## src/rtl/mul_share_arb_if.sv

```systemverilog
// Bus between the shared-multiplier arbiter and its environment:
// requesters, result consumer and the multiplier instance.
interface mul_share_arb_if #(
  parameter int NBITS = 5,
  parameter int OBITS = 5,
  parameter int N_REQ = 4
) ();
  localparam int IDW = $clog2(N_REQ);

  logic [N_REQ-1:0]           req;
  logic [N_REQ*(NBITS+1)-1:0] op_a;
  logic [N_REQ*(NBITS+1)-1:0] op_b;
  logic                       hold;
  logic [N_REQ-1:0]           gnt;
  logic [NBITS:0]             mul_a;
  logic [NBITS:0]             mul_b;
  logic [OBITS:0]             mul_res;
  logic                       res_valid;
  logic [IDW-1:0]             res_id;
  logic [OBITS:0]             res_data;
  logic                       busy;

  modport master (
    output req, op_a, op_b, hold, mul_res,
    input  gnt, mul_a, mul_b, res_valid, res_id, res_data, busy
  );

  modport slave (
    input  req, op_a, op_b, hold, mul_res,
    output gnt, mul_a, mul_b, res_valid, res_id, res_data, busy
  );
endinterface

```

## src/rtl/mul_share_arb.sv

```systemverilog
// Round-robin time-sharing of one registered multiplier between N_REQ requesters,
// returning id-tagged products. Optional grant counters: MUL_SHARE_ARB_STATS_EN.
module mul_share_arb #(
  parameter int NBITS   = 5,
  parameter int OBITS   = 5,
  parameter int N_REQ   = 4,
  parameter int MUL_LAT = 1
) (
  input  logic                  clk,
  input  logic                  rst,
`ifdef MUL_SHARE_ARB_STATS_EN
  input  logic                  clr_stats,
  output logic [N_REQ*16-1:0]   grant_cnt,
`endif
  mul_share_arb_if.slave        bus
);
  localparam int IDW = $clog2(N_REQ);
  localparam int OW  = NBITS + 1;

  logic [IDW-1:0]   r_rr_ptr;
  logic [NBITS:0]   r_mul_a;
  logic [NBITS:0]   r_mul_b;
  logic [MUL_LAT:0] r_tag_v;
  logic [IDW-1:0]   r_tag_id [MUL_LAT+1];
  logic             r_res_valid;
  logic [IDW-1:0]   r_res_id;
  logic [OBITS:0]   r_res_data;

  logic [N_REQ-1:0] w_gnt;
  logic             w_xfer;
  logic [IDW-1:0]   w_gnt_id;
  logic [NBITS:0]   w_op_a;
  logic [NBITS:0]   w_op_b;
  int unsigned      w_j;

  // Rotating search starting at r_rr_ptr; first set request wins.
  always_comb begin
    w_gnt    = '0;
    w_xfer   = 1'b0;
    w_gnt_id = '0;
    w_op_a   = '0;
    w_op_b   = '0;
    w_j      = 0;
    if (!rst && !bus.hold) begin
      for (int unsigned k = 0; k < N_REQ; k++) begin
        w_j = (32'(r_rr_ptr) + k) % N_REQ;
        if (!w_xfer && bus.req[w_j]) begin
          w_xfer       = 1'b1;
          w_gnt[w_j]   = 1'b1;
          w_gnt_id     = IDW'(w_j);
          w_op_a       = bus.op_a[w_j*OW +: OW];
          w_op_b       = bus.op_b[w_j*OW +: OW];
        end
      end
    end
  end

  always_ff @(posedge clk or posedge rst) begin
    if (rst) begin
      r_rr_ptr    <= '0;
      r_mul_a     <= '0;
      r_mul_b     <= '0;
      r_tag_v     <= '0;
      for (int unsigned k = 0; k <= MUL_LAT; k++) r_tag_id[k] <= '0;
      r_res_valid <= 1'b0;
      r_res_id    <= '0;
      r_res_data  <= '0;
    end else begin
      if (w_xfer) begin
        r_mul_a  <= w_op_a;
        r_mul_b  <= w_op_b;
        r_rr_ptr <= (w_gnt_id == IDW'(N_REQ-1)) ? '0 : w_gnt_id + 1'b1;
      end
      // Tag stage k holds the op granted k edges ago; last stage lines up with mul_res.
      r_tag_v     <= {r_tag_v[MUL_LAT-1:0], w_xfer};
      r_tag_id[0] <= w_gnt_id;
      for (int unsigned k = 1; k <= MUL_LAT; k++) r_tag_id[k] <= r_tag_id[k-1];
      r_res_valid <= r_tag_v[MUL_LAT];
      if (r_tag_v[MUL_LAT]) begin
        r_res_data <= bus.mul_res;
        r_res_id   <= r_tag_id[MUL_LAT];
      end
    end
  end

  assign bus.gnt       = w_gnt;
  assign bus.mul_a     = r_mul_a;
  assign bus.mul_b     = r_mul_b;
  assign bus.res_valid = r_res_valid;
  assign bus.res_id    = r_res_id;
  assign bus.res_data  = r_res_data;
  assign bus.busy      = |r_tag_v;

`ifdef MUL_SHARE_ARB_STATS_EN
  logic [15:0] r_cnt [N_REQ];

  always_ff @(posedge clk or posedge rst) begin
    if (rst) begin
      for (int unsigned i = 0; i < N_REQ; i++) r_cnt[i] <= '0;
    end else begin
      for (int unsigned i = 0; i < N_REQ; i++) begin
        if (clr_stats)
          r_cnt[i] <= '0;
        else if (w_gnt[i] && r_cnt[i] != 16'hFFFF)
          r_cnt[i] <= r_cnt[i] + 16'd1;
      end
    end
  end

  always_comb begin
    grant_cnt = '0;
    for (int unsigned i = 0; i < N_REQ; i++) grant_cnt[i*16 +: 16] = r_cnt[i];
  end
`endif
endmodule

```

## src/flat_wrapper.sv

```systemverilog
// flat-port wrapper written by rule: the top's interface ports become plain ports
module mul_share_arb_flat 
#(
  parameter int NBITS   = 5,
  parameter int OBITS   = 5,
  parameter int N_REQ   = 4,
  parameter int MUL_LAT = 1
)
  (clk, rst, bus_req, bus_op_a, bus_op_b, bus_hold, bus_mul_res, bus_gnt, bus_mul_a, bus_mul_b, bus_res_valid, bus_res_id, bus_res_data, bus_busy);
  mul_share_arb_if #(.NBITS(NBITS), .OBITS(OBITS), .N_REQ(N_REQ)) bus_i ();
  input  logic clk;
  input  logic rst;
  input wire logic [$bits(bus_i.req)-1:0] bus_req;
  input wire logic [$bits(bus_i.op_a)-1:0] bus_op_a;
  input wire logic [$bits(bus_i.op_b)-1:0] bus_op_b;
  input wire logic [$bits(bus_i.hold)-1:0] bus_hold;
  input wire logic [$bits(bus_i.mul_res)-1:0] bus_mul_res;
  output wire logic [$bits(bus_i.gnt)-1:0] bus_gnt;
  output wire logic [$bits(bus_i.mul_a)-1:0] bus_mul_a;
  output wire logic [$bits(bus_i.mul_b)-1:0] bus_mul_b;
  output wire logic [$bits(bus_i.res_valid)-1:0] bus_res_valid;
  output wire logic [$bits(bus_i.res_id)-1:0] bus_res_id;
  output wire logic [$bits(bus_i.res_data)-1:0] bus_res_data;
  output wire logic [$bits(bus_i.busy)-1:0] bus_busy;
  assign bus_i.req = bus_req;
  assign bus_i.op_a = bus_op_a;
  assign bus_i.op_b = bus_op_b;
  assign bus_i.hold = bus_hold;
  assign bus_i.mul_res = bus_mul_res;
  assign bus_gnt = bus_i.gnt;
  assign bus_mul_a = bus_i.mul_a;
  assign bus_mul_b = bus_i.mul_b;
  assign bus_res_valid = bus_i.res_valid;
  assign bus_res_id = bus_i.res_id;
  assign bus_res_data = bus_i.res_data;
  assign bus_busy = bus_i.busy;
  mul_share_arb #(.NBITS(NBITS), .OBITS(OBITS), .N_REQ(N_REQ), .MUL_LAT(MUL_LAT)) u_core (.clk(clk), .rst(rst), .bus(bus_i));
endmodule
```

## config.mk

```make
export PLATFORM = sky130hd
export DESIGN_NAME = mul_share_arb_flat
export DESIGN_NICKNAME = d
export VERILOG_FILES = /design/src/rtl/mul_share_arb_if.sv /design/src/rtl/mul_share_arb.sv /design/src/flat_wrapper.sv
export SDC_FILE = /design/constraint.sdc
export NUM_CORES = 1
export LEC_CHECK = 0
export BUFFER_PORTS_ARGS = -buffer_cell sky130_fd_sc_hd__clkbuf_2
export CORE_ASPECT_RATIO = 1.75
export CORE_MARGIN = 2
export CORE_UTILIZATION = 35
export CTS_CLUSTER_SIZE = 16
export DETAILED_ROUTE_END_ITERATION = 6
export GPL_ROUTABILITY_DRIVEN = 0
export HOLD_SLACK_MARGIN = 0.08
export RECOVER_POWER = 100
export SLEW_MARGIN = 10
export SYNTH_ARGS = -nofsm -noshare
export SYNTH_HDL_FRONTEND = slang
export SYNTH_SLANG_ARGS = --single-unit
```

## constraint.sdc

```tcl
create_clock -name clk -period 3.39 [get_ports clk]
set_input_delay 1.017 -clock clk [delete_from_list [all_inputs] [get_ports clk]]
set_output_delay 1.017 -clock clk [all_outputs]
set_load 0.05 [all_outputs]
```

# After elaboration in Yosys (flattened, before gate mapping)
# Cells that the tools add are included.
[totals]
regBits = 29
inputBits = 61
output_inout_bits = 26
wordCells = 99
[op_classes]
add_sub_neg = 4
mul = 4
n_lt_le_gt_ge = 8
n_eq_ne = 1
n_shift = 8
muxes = 48
bitwise_logic = 3
reduce_logical = 14
[ops]
columns = ["operator", "n"]
rows = [
  ["$shiftx A24 B33 Y6", 8],
  ["$mux W6", 10],
  ["$mux W4", 8],
  ["$mul A2 B2 Y4 const B", 4],
  ["$mux W1", 16],
  ["$lt A2 B3 Y1 const B", 4],
  ["$mux W2", 6],
  ["$or A4 B4 Y4", 3],
  ["$bmux W1 S2", 4],
  ["$demux W1 S2", 4],
  ["$ge A2 B1 Y1 const B", 4],
  ["$logic_and A1 B1 Y1", 8],
  ["$logic_not A1 Y1", 5],
  ["$add A2 B1 Y2 const B", 2],
  ["$add A2 B2 Y2 const B", 2],
  ["$eq A2 B2 Y1 const B", 1],
  ["$reduce_or A2 Y1", 1],
]

# Depth between registers and ports, before layout
# Gate-level depths: netlist of the first run.
[depth]
word_depth = 18
ltp_mapped = 13
ltp_nobuf = 8

# Worst setup path after synthesis of the first run
# Ideal clock, no wire load.
[synth_timing]
path_kind = "register to output"
startpoint = "reg u_core.r_rr_ptr[0]"
endpoint = "out bus_gnt[2]"
arrival_time_ns = 3.182
required_ns = 2.373
slack_ns = -0.809
stages_incl_launch_ff = 13
n_path_buf = 5
cell_sequence = "dfrtp_1 > buf_6 > buf_4 > buf_2 > inv_1 > ha_1 > mux4_2 > nor3_2 > and2_1 > buf_6 > buf_12 > nand2_1 > a21oi_1"
[synth_via]
elab_chain_len = 16
[synth_lines]
columns = ["item", "line_no", "rtl"]
rows = [
  ["start, declared", "mul_share_arb.sv:20", "logic [IDW-1:0] r_rr_ptr;"],
  ["start signal, assigned", "mul_share_arb.sv:72", "r_rr_ptr <= (w_gnt_id == IDW'(N_REQ-1)) ? '0 : w_gnt_id + 1'b1;"],
  ["branches (longest 14 deep; another with $lt A2 B3 Y1)", "-", ""],
  ["$mux W4 (*)", "mul_share_arb.sv:47", "if (!w_xfer && bus.req[w_j]) begin"],
  ["$mux W4 (*)", "mul_share_arb.sv:44", "if (!rst && !bus.hold) begin"],
  ["end, declared", "flat_wrapper.sv:18", "output wire logic [$bits(bus_i.gnt)-1:0] bus_gnt;"],
]
# Mark *: on every way between the ends. The select of a mux whose other input is x is not followed.

# Worst setup path after layout of the first run
[layout_timing]
startpoint = "in bus_req[2]"
endpoint = "out bus_gnt[2]"
[layout_via]
elab_chain_len = 16
[layout_lines]
columns = ["item", "line_no", "rtl"]
rows = [
  ["start, declared", "flat_wrapper.sv:13", "input wire logic [$bits(bus_i.req)-1:0] bus_req;"],
  ["$bmux W1 S2", "mul_share_arb.sv:47", ""],
  ["$mux W1 (not written as such)", "mul_share_arb.sv:47", ""],
  ["$mux W1", "mul_share_arb.sv:47", ""],
  ["$mux W1", "mul_share_arb.sv:44", ""],
  ["$logic_not A1 Y1", "mul_share_arb.sv:47", ""],
  ["$logic_and A1 B1 Y1", "mul_share_arb.sv:47", ""],
  ["$mux W1", "mul_share_arb.sv:47", ""],
  ["$mux W1", "mul_share_arb.sv:44", ""],
  ["$logic_not A1 Y1", "mul_share_arb.sv:47", ""],
  ["$logic_and A1 B1 Y1", "mul_share_arb.sv:47", ""],
  ["$mux W1", "mul_share_arb.sv:47", ""],
  ["$mux W1", "mul_share_arb.sv:44", ""],
  ["$logic_not A1 Y1", "mul_share_arb.sv:47", ""],
  ["$logic_and A1 B1 Y1", "mul_share_arb.sv:47", ""],
  ["$mux W4 (*)", "mul_share_arb.sv:47", ""],
  ["$mux W4 (*)", "mul_share_arb.sv:44", ""],
]
# Every way passes the cells marked *; elsewhere a longest branch is shown, timed or not. The select of a mux whose other input is x is not followed.

==> results of run 1 <==
synthesized netlist by cell type, types with 7 or more instances:
cell	n	area share
buf_4	7	0.017
mux2_2	11	0.039
o211ai_1	12	0.028
dfrtp_1	29	0.23
buf_2	8	0.013
a21oi_1	29	0.046
nor2_1	16	0.019
nand3_1	12	0.019
a21oi_2	12	0.033
nand2_1	30	0.036
clkbuf_1	7	0.0083
mux4_2	52	0.37
sequential cells by signal (all words and copies together), names as in the netlist:
name,flops
u_core.bus.mul_a,6
u_core.bus.mul_b,6
u_core.bus.res_data,6
u_core.r_tag_id,4
u_core.bus.res_id,2
u_core.r_rr_ptr,2
u_core.r_tag_v,2
u_core.bus.res_valid,1
report_power, final:
group / internal (uW) / leakage (uW) / switching [uW] / total, uW
logic: 1500 / 0.00126 / 1940 / 3440
registers: 486 / 0.000345 / 97.4 / 583
clock network: 365 / 0.0000841 / 135 / 500
total: 2350 / 0.00169 / 2170 / 4530
area by class of cell:
cell class | count | share of cell area
clock inverter | 1 | 0.00725
clock buffer | 7 | 0.0344
timing repair buffer | 119 | 0.175
sequential | 29 | 0.176
multi-input combinational | 214 | 0.565
inverter | 5 | 0.00543
tap | 120 | 0.0362
metrics by stage:
step / worst slack, ps / total power [uW] / cells / setup TNS (ps)
after floorplan: -159 / 3250 / 277 / -628
after global placement: -195 / 3850 / 475 / -766
after detailed placement: -216 / 3890 / 475 / -842
after CTS: -149 / 4520 / 491 / -573
after global routing: -200 / 4820 / 495 / -741
final: -131 / 4530 / 495 / -511
cell families (layout without fill, tap and decap cells):
logic type               after synthesis  after routing  share of synthesized area
flip-flops                            29             29                      0.229
buffers and inverters                 34            132                     0.0687
XOR/XNOR                               1              1                    0.00276
AND/OR/NAND/NOR                       71             71                      0.104
multiplexers                          65             65                      0.415
adder cells (fa/ha/maj)                6              6                     0.0237
AO/OA/AOI/OAI                         71             71                      0.157
routing by layer:
| metal | wire, um | vias to the layer above | global-route usage |
|---|---|---|---|
| met1 | 3250 | 1433 | 0.194 |
| met2 | 4810 | 94 | 0.333 |
| met5 | 0 | - | 0 |
| met3 | 311 | 13 | 0.0194 |
| li1 | - | 1291 | - |
| met4 | 180 | 0 | 0.0642 |
worst paths after layout:
kind	start	to	slack [ps]	cells after the start
hold / removal	u_core.r_tag_id[3]	u_core.r_tag_id[1]	350	0
setup reg to reg	u_core.r_rr_ptr[0]	u_core.r_rr_ptr[1]	380	15
max in group asynchronous	rst	u_core.bus.res_data[4]	1590	3
min in group asynchronous	rst	u_core.r_rr_ptr[0]	820	2
setup / recovery	bus_req[2]	bus_gnt[2]	-130	7
hold reg to reg	u_core.r_tag_id[3]	u_core.r_tag_id[1]	350	0
repair_timing:
| item | in CTS | in global routing |
|---|---|---|
| buffers inserted | 9 | 4 |
| resized for setup | 10 | 14 |
| pin swaps | 7 | 9 |
| hold endpoints to repair | 0 | 0 |
| setup endpoints to repair | 4 | 4 |
==> reports/metrics.yaml, run 1 <==
status:
  status: "finished, violations left"
  failed_checks: "setup timing"
min_path:
  min_path_type: "reg2reg"
clocking:
  cts_root_buf: "clkbuf_16"
  cts_buffers: 5
  clkSinkCount: 29
  path_clk_slew_ps: 50
  cts_tree: "yes"
  clk_latency_ps: 270
  cts_max_path_buffers: 2
  cts_max_level: 2
  hold_buffers: 0
final_layout:
  register_area_um2: 731
  syn2layout_area_growth_pct: 30.8
  final_common_cell: "clkbuf_2"
  fillers: 864
  fin_util: 0.465
  antenna_cells: 0
  nets: 441
  mostFrequentLayoutCells: "clkbuf_2 (55), mux4_2 (52), buf_4 (29), clkbuf_1 (27), dfrtp_1 (27)"
  drive_gt1_frac: 0.539
  multi_input_area_um2: 2340
  final_area_um2: 4140
route:
  vias: 2831
  route.detailed.drc: 0
  dr.pass1.iters: 4
  avgViaCountPerCell: 5.72
  wire_per_inst_um: 17.3
  ant_nets: 0
  routed_wirelength_um: 8550
  drt-initial-drc-count: 130
logic_synthesis:
  ys_ff_latch: 29
  ys_warn_count: 0
  ys.flop_type: "dfrtp_1"
  syn_area_um2: 3170
  syn_area_per_cell_um2: 11.4
  syn_nets: 344
  synthDistinctLibCells: 40
  synth-edff-count: 0
  async_flop_share: 1.00
  syn_inst: 277
  ys_seq_area_frac: 0.229
grt:
  track_usage: 0.172
  grt_max_degree: 46
  grt_pass1_vias: 2779
  gr-total-overflow: 0
  grt_pass1_wl_um: 13600
  antenna_found_initial: 0
timing:
  min_period_ps: 3520
  clock.fmax_ghz: 0.284
  finalMaxSlewViolations: 0
  clock_skew_ps: 3.74
  setup_slack_ps: -131
  tightestPinTransition_ps: 893
  finalSetupViolCount: 4
  whs_ps: 349
  min_period_over_period: 1.04
  grt_setup_unrepaired: "true"
  hold_viol: 0
  timing.slew.headroom: 0.404
worst_setup_path:
  max_stage_delay_ps: 530
  startpoint_type: "primary input"
  crit_path_end_kind: "output pin"
  crit_required_ps: 2370
  crit_chain: "buf_6, mux4_2, buf_4, a221o_1, o21ai_2, a21oi_4, buf_12"
  path_delay_family: "multiplexers"
  critPathArrivalTime_ps: 2500
  crit_buf_inv: 3
  path_max_fanout: 5
  path_class: "in2out"
  critPathSlowestCell: "mux4_2"
power_and_ir_drop:
  power_density_nw_per_um2: 1090
  power_leakage_uw: 0.00169
  ir_worst_vdd_mv: 0.607
floorplanning:
  start_util: 0.355
  die_w_um: 75.9
  ios: 87
  chipHeight_um: 130
  rows: 46
  dieArea_um2: 9860
  coreArea_um2: 8920
placement:
  hpwl_um: 6470
  dpl_cell_area_um2: 3880
  port_buffers: 86
flow_run:
  maxCapViolations: 0
Note: power is estimated with default switching activity, not from simulation.
==> run 2, diff against run 1 <==
CTS_BUF_LIST = sky130_fd_sc_hd__clkbuf_4   (was unset)
==> run 2 against run 1 <==
  * The run still ends with setup timing left
  * Final cell count increased by 0.20%
  * Clock-buffer cell count decreased by 1
  * Hold slack improved by 17 ps
  * Utilization decreased by 0.97 points
  * Die area unchanged
  * Non-clock buffer count increased by 1
  * Power decreased by 5.1%
  * Global-route usage about the same
  * Clock skew increased by 9.5 ps
  * Maximum frequency about the same
  * Critical endpoint is now bus_gnt[0]
==> reports/metrics.yaml, run 2 (synthesized netlist as in run 1, its figures left out) <==
clocking:
  path_clk_slew_ps: 90
  cts_buffers: 5
  cts_root_buf: "clkbuf_4"
  clk_latency_ps: 320
  clkSinkCount: 29
  cts_max_level: 2
  cts_max_path_buffers: 2
  cts_tree: "yes"
timing:
  timing.slew.headroom: 0.418
  finalMaxSlewViolations: 0
  hold_viol: 0
  clock_skew_ps: 13.2
  min_period_over_period: 1.04
  grt_setup_unrepaired: "true"
  finalSetupTns_ps: -509
  clock.fmax_ghz: 0.284
  setup_slack_ps: -131
  tightestPinTransition_ps: 873
  finalSetupViolCount: 4
  min_period_ps: 3520
final_layout:
  nets: 442
  drive_gt1_frac: 0.540
  final_common_cell: "clkbuf_2"
  final_area_um2: 4060
  fillers: 874
  syn2layout_area_growth_pct: 28.0
  mostFrequentLayoutCells: "clkbuf_2 (55), mux4_2 (52), buf_4 (30), dfrtp_1 (27)"
  antenna_cells: 0
route:
  dr.pass1.iters: 4
  routed_wirelength_um: 8390
  ant_nets: 0
  vias: 2820
  wire_per_inst_um: 16.9
  route.detailed.drc: 0
  drt-initial-drc-count: 135
  avgViaCountPerCell: 5.69
grt:
  antenna_found_initial: 0
  grt_max_degree: 46
  grt_pass1_vias: 2778
  track_usage: 0.172
  gr-total-overflow: 0
  grt_pass1_wl_um: 13600
power_and_ir_drop:
  ir_worst_vdd_mv: 0.598
  power_leakage_uw: 0.00165
  power_density_nw_per_um2: 1060
  fin_total_pwr_uw: 4300
floorplanning:
  coreArea_um2: 8920
  dieArea_um2: 9860
  rows: 46
  start_util: 0.355
  chipHeight_um: 130
  die_w_um: 75.9
  ios: 87
min_path:
  min_path_type: "reg2reg"
status:
  failed_checks: "setup timing"
  status: "finished, violations left"
flow_run:
  maxCapViolations: 0
worst_setup_path:
  crit_path_end_kind: "output pin"
  path_max_fanout: 5
  crit_required_ps: 2370
  startpoint_type: "primary input"
  critPathArrivalTime_ps: 2500
  path_class: "in2out"
placement:
  hpwl_um: 6470
  port_buffers: 86
  dpl_cell_area_um2: 3880
-- run 2: what timing repair did --
item	CTS	global route
endpoints found under the setup margin	4	4
buffers inserted	10	4
gates resized for setup	11	13
pin swaps	7	9
hold buffers	0	0
cloned	0	0
-- run 2: critical path, cell delays in order --
cell     delay [ps]
buf_6           100
mux4_2          530
buf_4           180
a221o_1         350
o21ai_2          80
a21oi_4          80
buf_12          150
-- run 2: per-layer routing --
layer / wire (um) / up-vias / part of all wire / global-route usage
li1: - / 1293 / - / -
met1: 3030 / 1405 / 0.36 / 0.191
met2: 4740 / 105 / 0.57 / 0.329
met3: 391 / 17 / 0.047 / 0.0201
met4: 231 / 0 / 0.028 / 0.0749
met5: 0 / - / 0 / 0
-- run 2: worst paths after layout --
path / from / to / cells past startpoint / slack [ps]
max: bus_req[2] / bus_gnt[0] / 7 / -130
min: u_core.r_tag_id[3] / u_core.r_tag_id[1] / 0 / 370
max reg2reg: u_core.r_rr_ptr[1] / u_core.r_rr_ptr[1] / 15 / 440
min reg2reg: u_core.r_tag_id[3] / u_core.r_tag_id[1] / 0 / 370
max in group asynchronous: rst / u_core.bus.res_data[0] / 3 / 1640
min in group asynchronous: rst / u_core.r_rr_ptr[0] / 2 / 750
-- run 2: layout make-up --
| type | instances | area (um^2) | area share |
|---|---|---|---|
| clock inverters | 2 | 33.8 | 0.00833 |
| well taps | 120 | 150 | 0.0370 |
| multi-input cells | 214 | 2340 | 0.577 |
| inverters | 5 | 22.5 | 0.00555 |
| repair buffers | 120 | 734 | 0.181 |
| flip-flops and latches | 29 | 731 | 0.180 |
| clock buffers | 6 | 45.0 | 0.0111 |
-- run 2: power by group --
group          internal (uW)  leakage (uW)  switching, uW
Sequential               483      0.000345           81.3
Combinational           1510       0.00126           1950
Clock                    161     0.0000433            113
-- run 2: per-stage QoR --
stage,hold slack (ps),utilization,setup WS [ps],cells
detailed placement,335,0.435,-216,475
global placement,333,0.435,-195,475
CTS,359,0.452,-149,492
global route,380,0.455,-200,496
floorplan,331,-,-159,277
finish,367,0.455,-131,496
